==> src/rtl/cmp_seq_pkg.sv <==
`default_nettype none
// ============================================================================
// Module      : cmp_seq_pkg
// Description : Shared definitions for the sequential magnitude comparator:
//               FSM state encoding, slice width and index-width helper.
// Revision    : 1.0 - initial release
// ============================================================================
package cmp_seq_pkg;

  // Number of operand bits examined per clock by the comparator slice.
  localparam int c_SLICE_W = 2;

  // Controller states; 2-bit encoding, value 2'd3 is unreachable.
  typedef enum logic [1:0] {
    IDLE = 2'd0,
    CMP  = 2'd1,
    DONE = 2'd2
  } state_t;

  // Width of the slice index register: clog2(number of slices), never below 1
  // so a single-slice operand still gets a legal vector.
  function automatic int idx_width(input int width);
    int n_slices;
    n_slices = width / c_SLICE_W;
    return (n_slices > 1) ? $clog2(n_slices) : 1;
  endfunction

endpackage : cmp_seq_pkg
`default_nettype wire

==> src/rtl/cmp2_slice.sv <==
`default_nettype none
// ============================================================================
// Module      : cmp2_slice
// Description : Purely combinational unsigned compare of one 2-bit slice.
//               Exactly one of gt/eq/lt is high for any input.
// Revision    : 1.0 - initial release
// ============================================================================
module cmp2_slice
  import cmp_seq_pkg::*;
(
  input  logic [c_SLICE_W-1:0] a_slice,
  input  logic [c_SLICE_W-1:0] b_slice,
  output logic                 gt,
  output logic                 eq,
  output logic                 lt
);

  // Three-way decode of the slice relation.
  always_comb begin
    gt = 1'b0;
    eq = 1'b0;
    lt = 1'b0;
    if (a_slice > b_slice) begin
      gt = 1'b1;
    end else if (a_slice < b_slice) begin
      lt = 1'b1;
    end else begin
      eq = 1'b1;
    end
  end

endmodule : cmp2_slice
`default_nettype wire

==> src/rtl/mag_cmp_seq.sv <==
`default_nettype none
// ============================================================================
// Module      : mag_cmp_seq
// Description : Sequential unsigned magnitude comparator. Walks the latched
//               operands one 2-bit slice per clock from the MSB end and stops
//               at the first differing slice. Registered gt/eq/lt results,
//               busy while comparing, one-cycle done pulse.
// Revision    : 1.0 - initial release
// ============================================================================
module mag_cmp_seq
  import cmp_seq_pkg::*;
#(
  // Operand width; must be even and at least 2.
  parameter int WIDTH = 8
)
(
  input  logic             clk,
  input  logic             rst,
  input  logic             start,
  input  logic [WIDTH-1:0] a,
  input  logic [WIDTH-1:0] b,
  output logic             busy,
  output logic             done,
  output logic             gt,
  output logic             eq,
  output logic             lt
);

  localparam int               c_NSLICE  = WIDTH / c_SLICE_W;
  localparam int               c_IDX_W   = idx_width(WIDTH);
  localparam logic [c_IDX_W-1:0] c_IDX_TOP = c_IDX_W'(c_NSLICE - 1);

  state_t               r_state;
  state_t               w_state_next;
  logic [WIDTH-1:0]     r_a;
  logic [WIDTH-1:0]     r_b;
  logic [c_IDX_W-1:0]   r_idx;
  logic                 r_gt;
  logic                 r_eq;
  logic                 r_lt;

  logic                 w_load;
  logic                 w_last;
  logic [WIDTH-1:0]     w_a_sh;
  logic [WIDTH-1:0]     w_b_sh;
  logic [c_SLICE_W-1:0] w_a_sl;
  logic [c_SLICE_W-1:0] w_b_sl;
  logic                 w_sl_gt;
  logic                 w_sl_eq;
  logic                 w_sl_lt;

  // Select the indexed slice of the latched operands by shifting it to bit 0.
  always_comb begin
    w_a_sh = r_a >> (r_idx * c_SLICE_W);
    w_b_sh = r_b >> (r_idx * c_SLICE_W);
    w_a_sl = w_a_sh[c_SLICE_W-1:0];
    w_b_sl = w_b_sh[c_SLICE_W-1:0];
  end

  // The single comparator slice, time-shared across all operand slices.
  cmp2_slice u_slice (
    .a_slice (w_a_sl),
    .b_slice (w_b_sl),
    .gt      (w_sl_gt),
    .eq      (w_sl_eq),
    .lt      (w_sl_lt)
  );

  assign w_last = (r_idx == '0);

  // State register; reset aborts any comparison in progress.
  always_ff @(posedge clk or posedge rst) begin
    if (rst) begin
      r_state <= IDLE;
    end else begin
      r_state <= w_state_next;
    end
  end

  // Next-state logic and state decodes for busy/done/operand load.
  always_comb begin
    w_state_next = r_state;
    busy         = 1'b0;
    done         = 1'b0;
    w_load       = 1'b0;
    case (r_state)
      IDLE: begin
        if (start) begin
          w_load       = 1'b1;
          w_state_next = CMP;
        end
      end
      CMP: begin
        busy = 1'b1;
        // Any differing slice decides the result; equal slices continue
        // until the LSB slice has been examined.
        if (!w_sl_eq || w_last) begin
          w_state_next = DONE;
        end
      end
      DONE: begin
        done         = 1'b1;
        w_state_next = IDLE;
      end
      default: begin
        w_state_next = IDLE;
      end
    endcase
  end

  // Operand capture, slice index walk and result registers.
  always_ff @(posedge clk or posedge rst) begin
    if (rst) begin
      r_a   <= '0;
      r_b   <= '0;
      r_idx <= '0;
      r_gt  <= 1'b0;
      r_eq  <= 1'b0;
      r_lt  <= 1'b0;
    end else if (w_load) begin
      // Operands are frozen here so later changes on a/b cannot leak in.
      r_a   <= a;
      r_b   <= b;
      r_idx <= c_IDX_TOP;
      r_gt  <= 1'b0;
      r_eq  <= 1'b0;
      r_lt  <= 1'b0;
    end else if (r_state == CMP) begin
      if (w_sl_gt) begin
        r_gt <= 1'b1;
      end else if (w_sl_lt) begin
        r_lt <= 1'b1;
      end else if (w_last) begin
        r_eq <= 1'b1;
      end else begin
        r_idx <= r_idx - 1'b1;
      end
    end
  end

  assign gt = r_gt;
  assign eq = r_eq;
  assign lt = r_lt;

endmodule : mag_cmp_seq
`default_nettype wire
==> config.mk <==
export PLATFORM = sky130hd
export DESIGN_NAME = mag_cmp_seq
export DESIGN_NICKNAME = d
export VERILOG_FILES = /design/src/rtl/cmp_seq_pkg.sv /design/src/rtl/cmp2_slice.sv /design/src/rtl/mag_cmp_seq.sv
export SDC_FILE = /design/constraint.sdc
export NUM_CORES = 1
export LEC_CHECK = 0
export CAP_MARGIN = 20
export CORE_ASPECT_RATIO = 1.75
export CORE_MARGIN = 2
export CORE_UTILIZATION = 38
export CTS_CLUSTER_DIAMETER = 200
export DETAILED_ROUTE_END_ITERATION = 12
export GPL_TIMING_DRIVEN = 1
export PLACE_DENSITY = 0.71
export SYNTH_ARGS = -nofsm -noshare
export SYNTH_HDL_FRONTEND = slang
export SYNTH_HIERARCHICAL = 1
export SYNTH_SLANG_ARGS = --single-unit
==> constraint.sdc <==
create_clock -name clk -period 2.34 [get_ports clk]
set_input_delay 0.234 -clock clk [delete_from_list [all_inputs] [get_ports clk]]
set_output_delay 0.234 -clock clk [all_outputs]
set_load 0.02 [all_outputs]
==> impl_metrics.csv <==
group,metric,value,unit
run_status,outcome,"finished, final reports clean",
logic_synthesis,synth_flop_cell,"dfrtp_1",
logic_synthesis,ys_ff_latch,23,
sta,worstMarginPinSlew,0.3693,ns
routing,via_count,731,
global_routing,track_usage,12.99,%
logic_synthesis,async_flop_share,100.0,%
clocking,cts_tree,"yes",
clocking,clockBufferDepth,2,
sta,relSlewSlack,75.38,%
cells_and_area,drive_above_1_share,19.64,%
global_routing,grt_antenna_before_repair,0,
power,ir_drop,0.7175,mV
logic_synthesis,synth_edf_count,0,
die,start_util,39.57,%
routing,wl,1.886,mm
clocking,hold_buffers,0,
clocking,cts_made_buffers,3,
die,core_area,2928,um^2
clocking,post_cts_buffers,0,
sta,drv_slew,0,
clocking,cts.sinks,23,
logic_synthesis,syn_nets,108,
cells_and_area,syn2layout_area_growth,27.65,%
logic_synthesis,synthTopCellsByCount,"dfrtp_1, mux2_1, mux2_4, inv_1",
logic_synthesis,yosys-top-cells-area,"dfrtp_1, mux2_4, mux2_1",
logic_synthesis,synth_top_cell_by_area,"dfrtp_1",
logic_synthesis,yosysUniqueCellTypes,25,
routing,wire_per_inst,13.47,um
clocking,root_buffer,"clkbuf_8",
sta,setup_ws,0.1929,ns
worst_setup_path,worstSetupPathType,"flip-flop to flip-flop",
run,max_cap_violations,0,
place,post-dp-hpwl,1.512,mm
global_routing,grt_start_max_net_pins,24,
routing,drc,0,
worst_setup_path,crit_fanout,8,
logic_synthesis,ys.warnings.count,6,
worst_setup_path,r2r-end,"r_idx[1]$_DFFE_PP0P_",
global_routing,grt_pass1_vias,801,
cells_and_area,n_antenna_cell,0,
place,gp_congestion,0.7862,
cells_and_area,final_util,50.51,%
worst_setup_path,reg2reg_depth,7,
sta,rsz0062_at_grt,"no",
logic_synthesis,syn_avg_cell_area,13.47,um^2
cells_and_area,final.fill_count,269,
place,place_inst,136,
cells_and_area,finalNonFillerCells,140,
place,io_buffers,23,
worst_setup_path,slowest_stage,"mux4_2",
routing,vias_per_cell,5.221,
global_routing,overflow,0,
worst_setup_path,reg2reg_slack,0.19,ns
clocking,htree_levels,1,
logic_synthesis,yosys.area.top_type_share,49.68,%
logic_synthesis,mappedNetlistArea,1159,um^2
clocking,clock_latency,0.26,ns
sta,setup_viol,0,
power,power.leakage,0.0006650,uW
sta,tns,0,ns
worst_setup_path,worstSetupStartpoint,"r_idx[0]$_DFFE_PP0P_",
die,io_pins,24,
logic_synthesis,yosysMostFrequentCell,"dfrtp_1",
die,fp.dieH,77.05,um
sta,whs,0.3081,ns
routing,drt_iter0_drc,8,
worst_setup_path,start_kind,"flip-flop",
die,rows,26,
power,power.density,1412,nW/um^2
worst_setup_path,cp-endpoint,"r_idx[1]$_DFFE_PP0P_",
worst_setup_path,cp.required,2.52,ns
worst_setup_path,crit_chain,"mux4_2 > ha_1 > nand2b_1 > and2_1 > nor3_4 > o22ai_1 > a31oi_1",
worst_setup_path,crit-reg2reg-launch,"r_idx[0]$_DFFE_PP0P_",
worst_setup_path,max_stage_delay,0.52,ns
worst_setup_path,worstPathArrival,2.32,ns
die,die_area,3524,um^2
routing,wl_met1,726,um
sta,post-route-period-util,91.76,%
sta,max_freq,0.4657,GHz
routing,firstDrtPassIters,4,
global_routing,grt_pass1_wl,3.387,mm
place,post-place-ws,-0.1272,ns
logic_synthesis,ys_seq_area_share,49.68,%
worst_hold_path,min_path_type,"input pin to asynchronous set/reset pin",
cells_and_area,nNetsFinal,135,
sta,fin_worst_skew,0.005764,ns
routing,met2_length,1.082,mm
routing,ant_nets,0,
clocking,cts.clk_slew.worst_paths,0.08,ns
sta,min_period,2.147,ns
routing,top_layer,"met4",
sta,hold_viol_final,0,
routing,dr_wl_met3,42,um
die,fp.dieW,45.74,um
logic_synthesis,syn_inst,86,
worst_setup_path,worstSetupEndpointType,"flip-flop",
==> worst max-delay path: cells and delay by family, from the launching register on <==
| family | cells | cell delay [ns] |
|---|---|---|
| flip-flops | 1 | 0.48 |
| AND/OR/NAND/NOR | 3 | 0.48 |
| adder cells (fa/ha/maj) | 1 | 0.31 |
| multiplexers | 1 | 0.52 |
| AO/OA/AOI/OAI | 2 | 0.28 |
==> sequential cells by signal, indices dropped and copies added, names as in the netlist <==
register	cells
r_b	8
r_a	8
eq	1
gt	1
lt	1
r_state	2
r_idx	2
==> layer usage <==
layer,GRT usage (%),up-vias
li1,-,352
met1,14.68,364
met2,22.39,13
met3,1.412,2
met4,6.857,0
met5,0,-
==> stage by stage <==
| step | power, uW | cell area, um^2 |
|---|---|---|
| 6_report | 2089 | 1479 |
| 3_5_place_dp | 1803 | 1418 |
| 5_1_grt | 2281 | 1479 |
| 2_1_floorplan | 1501 | 1159 |
| 3_3_place_gp | 1753 | 1418 |
| 4_1_cts | 2066 | 1469 |
==> how the worst min path moves through the flow <==
stage	endpoint	cells after the start
2_1_floorplan	eq$_DFFE_PP0P_	1
3_3_place_gp	r_b[6]$_DFFE_PP0P_	1
3_5_place_dp	r_b[6]$_DFFE_PP0P_	1
4_1_cts	r_a[1]$_DFFE_PP0P_	3
5_1_grt	r_a[0]$_DFFE_PP0P_	3
6_report	r_state[0]$_DFFE_PP0P_	3
==> layout by cell type, fill, tap and decap left out, types with 3 or more instances in the layout <==
cell type	instances
mux4_2	4
nor2b_1	3
nand2_1	4
a31oi_1	3
mux2_1	8
clkdlybuf4s50_1	23
clkbuf_8	3
nor2_1	3
mux2_4	8
nand2b_1	3
ha_1	3
dfrtp_1	22
inv_1	7
==> layout make-up <==
class / instances / area [um^2] / share of cell area (%)
sequential: 23 / 576.8 / 39.00
inverter: 7 / 26.28 / 1.777
timing repair buffer: 25 / 245.2 / 16.58
tap: 28 / 35.03 / 2.369
multi-input combinational: 53 / 550.5 / 37.23
clock buffer: 4 / 45.04 / 3.046
==> what timing repair did <==
| action | 4_1_cts | 5_1_grt |
|---|---|---|
| pin swaps | 0 | 1 |
| resized for setup | 2 | 2 |
| setup endpoints to repair | 2 | 3 |
==> report_power, final <==
group          leakage [uW]  switching [uW]  total, uW  internal (uW)
clock             0.0000228             115        236            121
sequential         0.000271             145        730            585
combinational      0.000372             489       1120            634
total              0.000665             749       2090           1340
==> kinds of logic after synthesis <==
family | synth area share [%]
DFF | 49.68
muxes | 26.78
and+or+nand+nor | 10.69
AOI/OAI and AO/OA | 5.507
buffers and inverters | 4.104
adders and majority gates | 3.240
No activity file was read; power rests on OpenSTA's default activity.
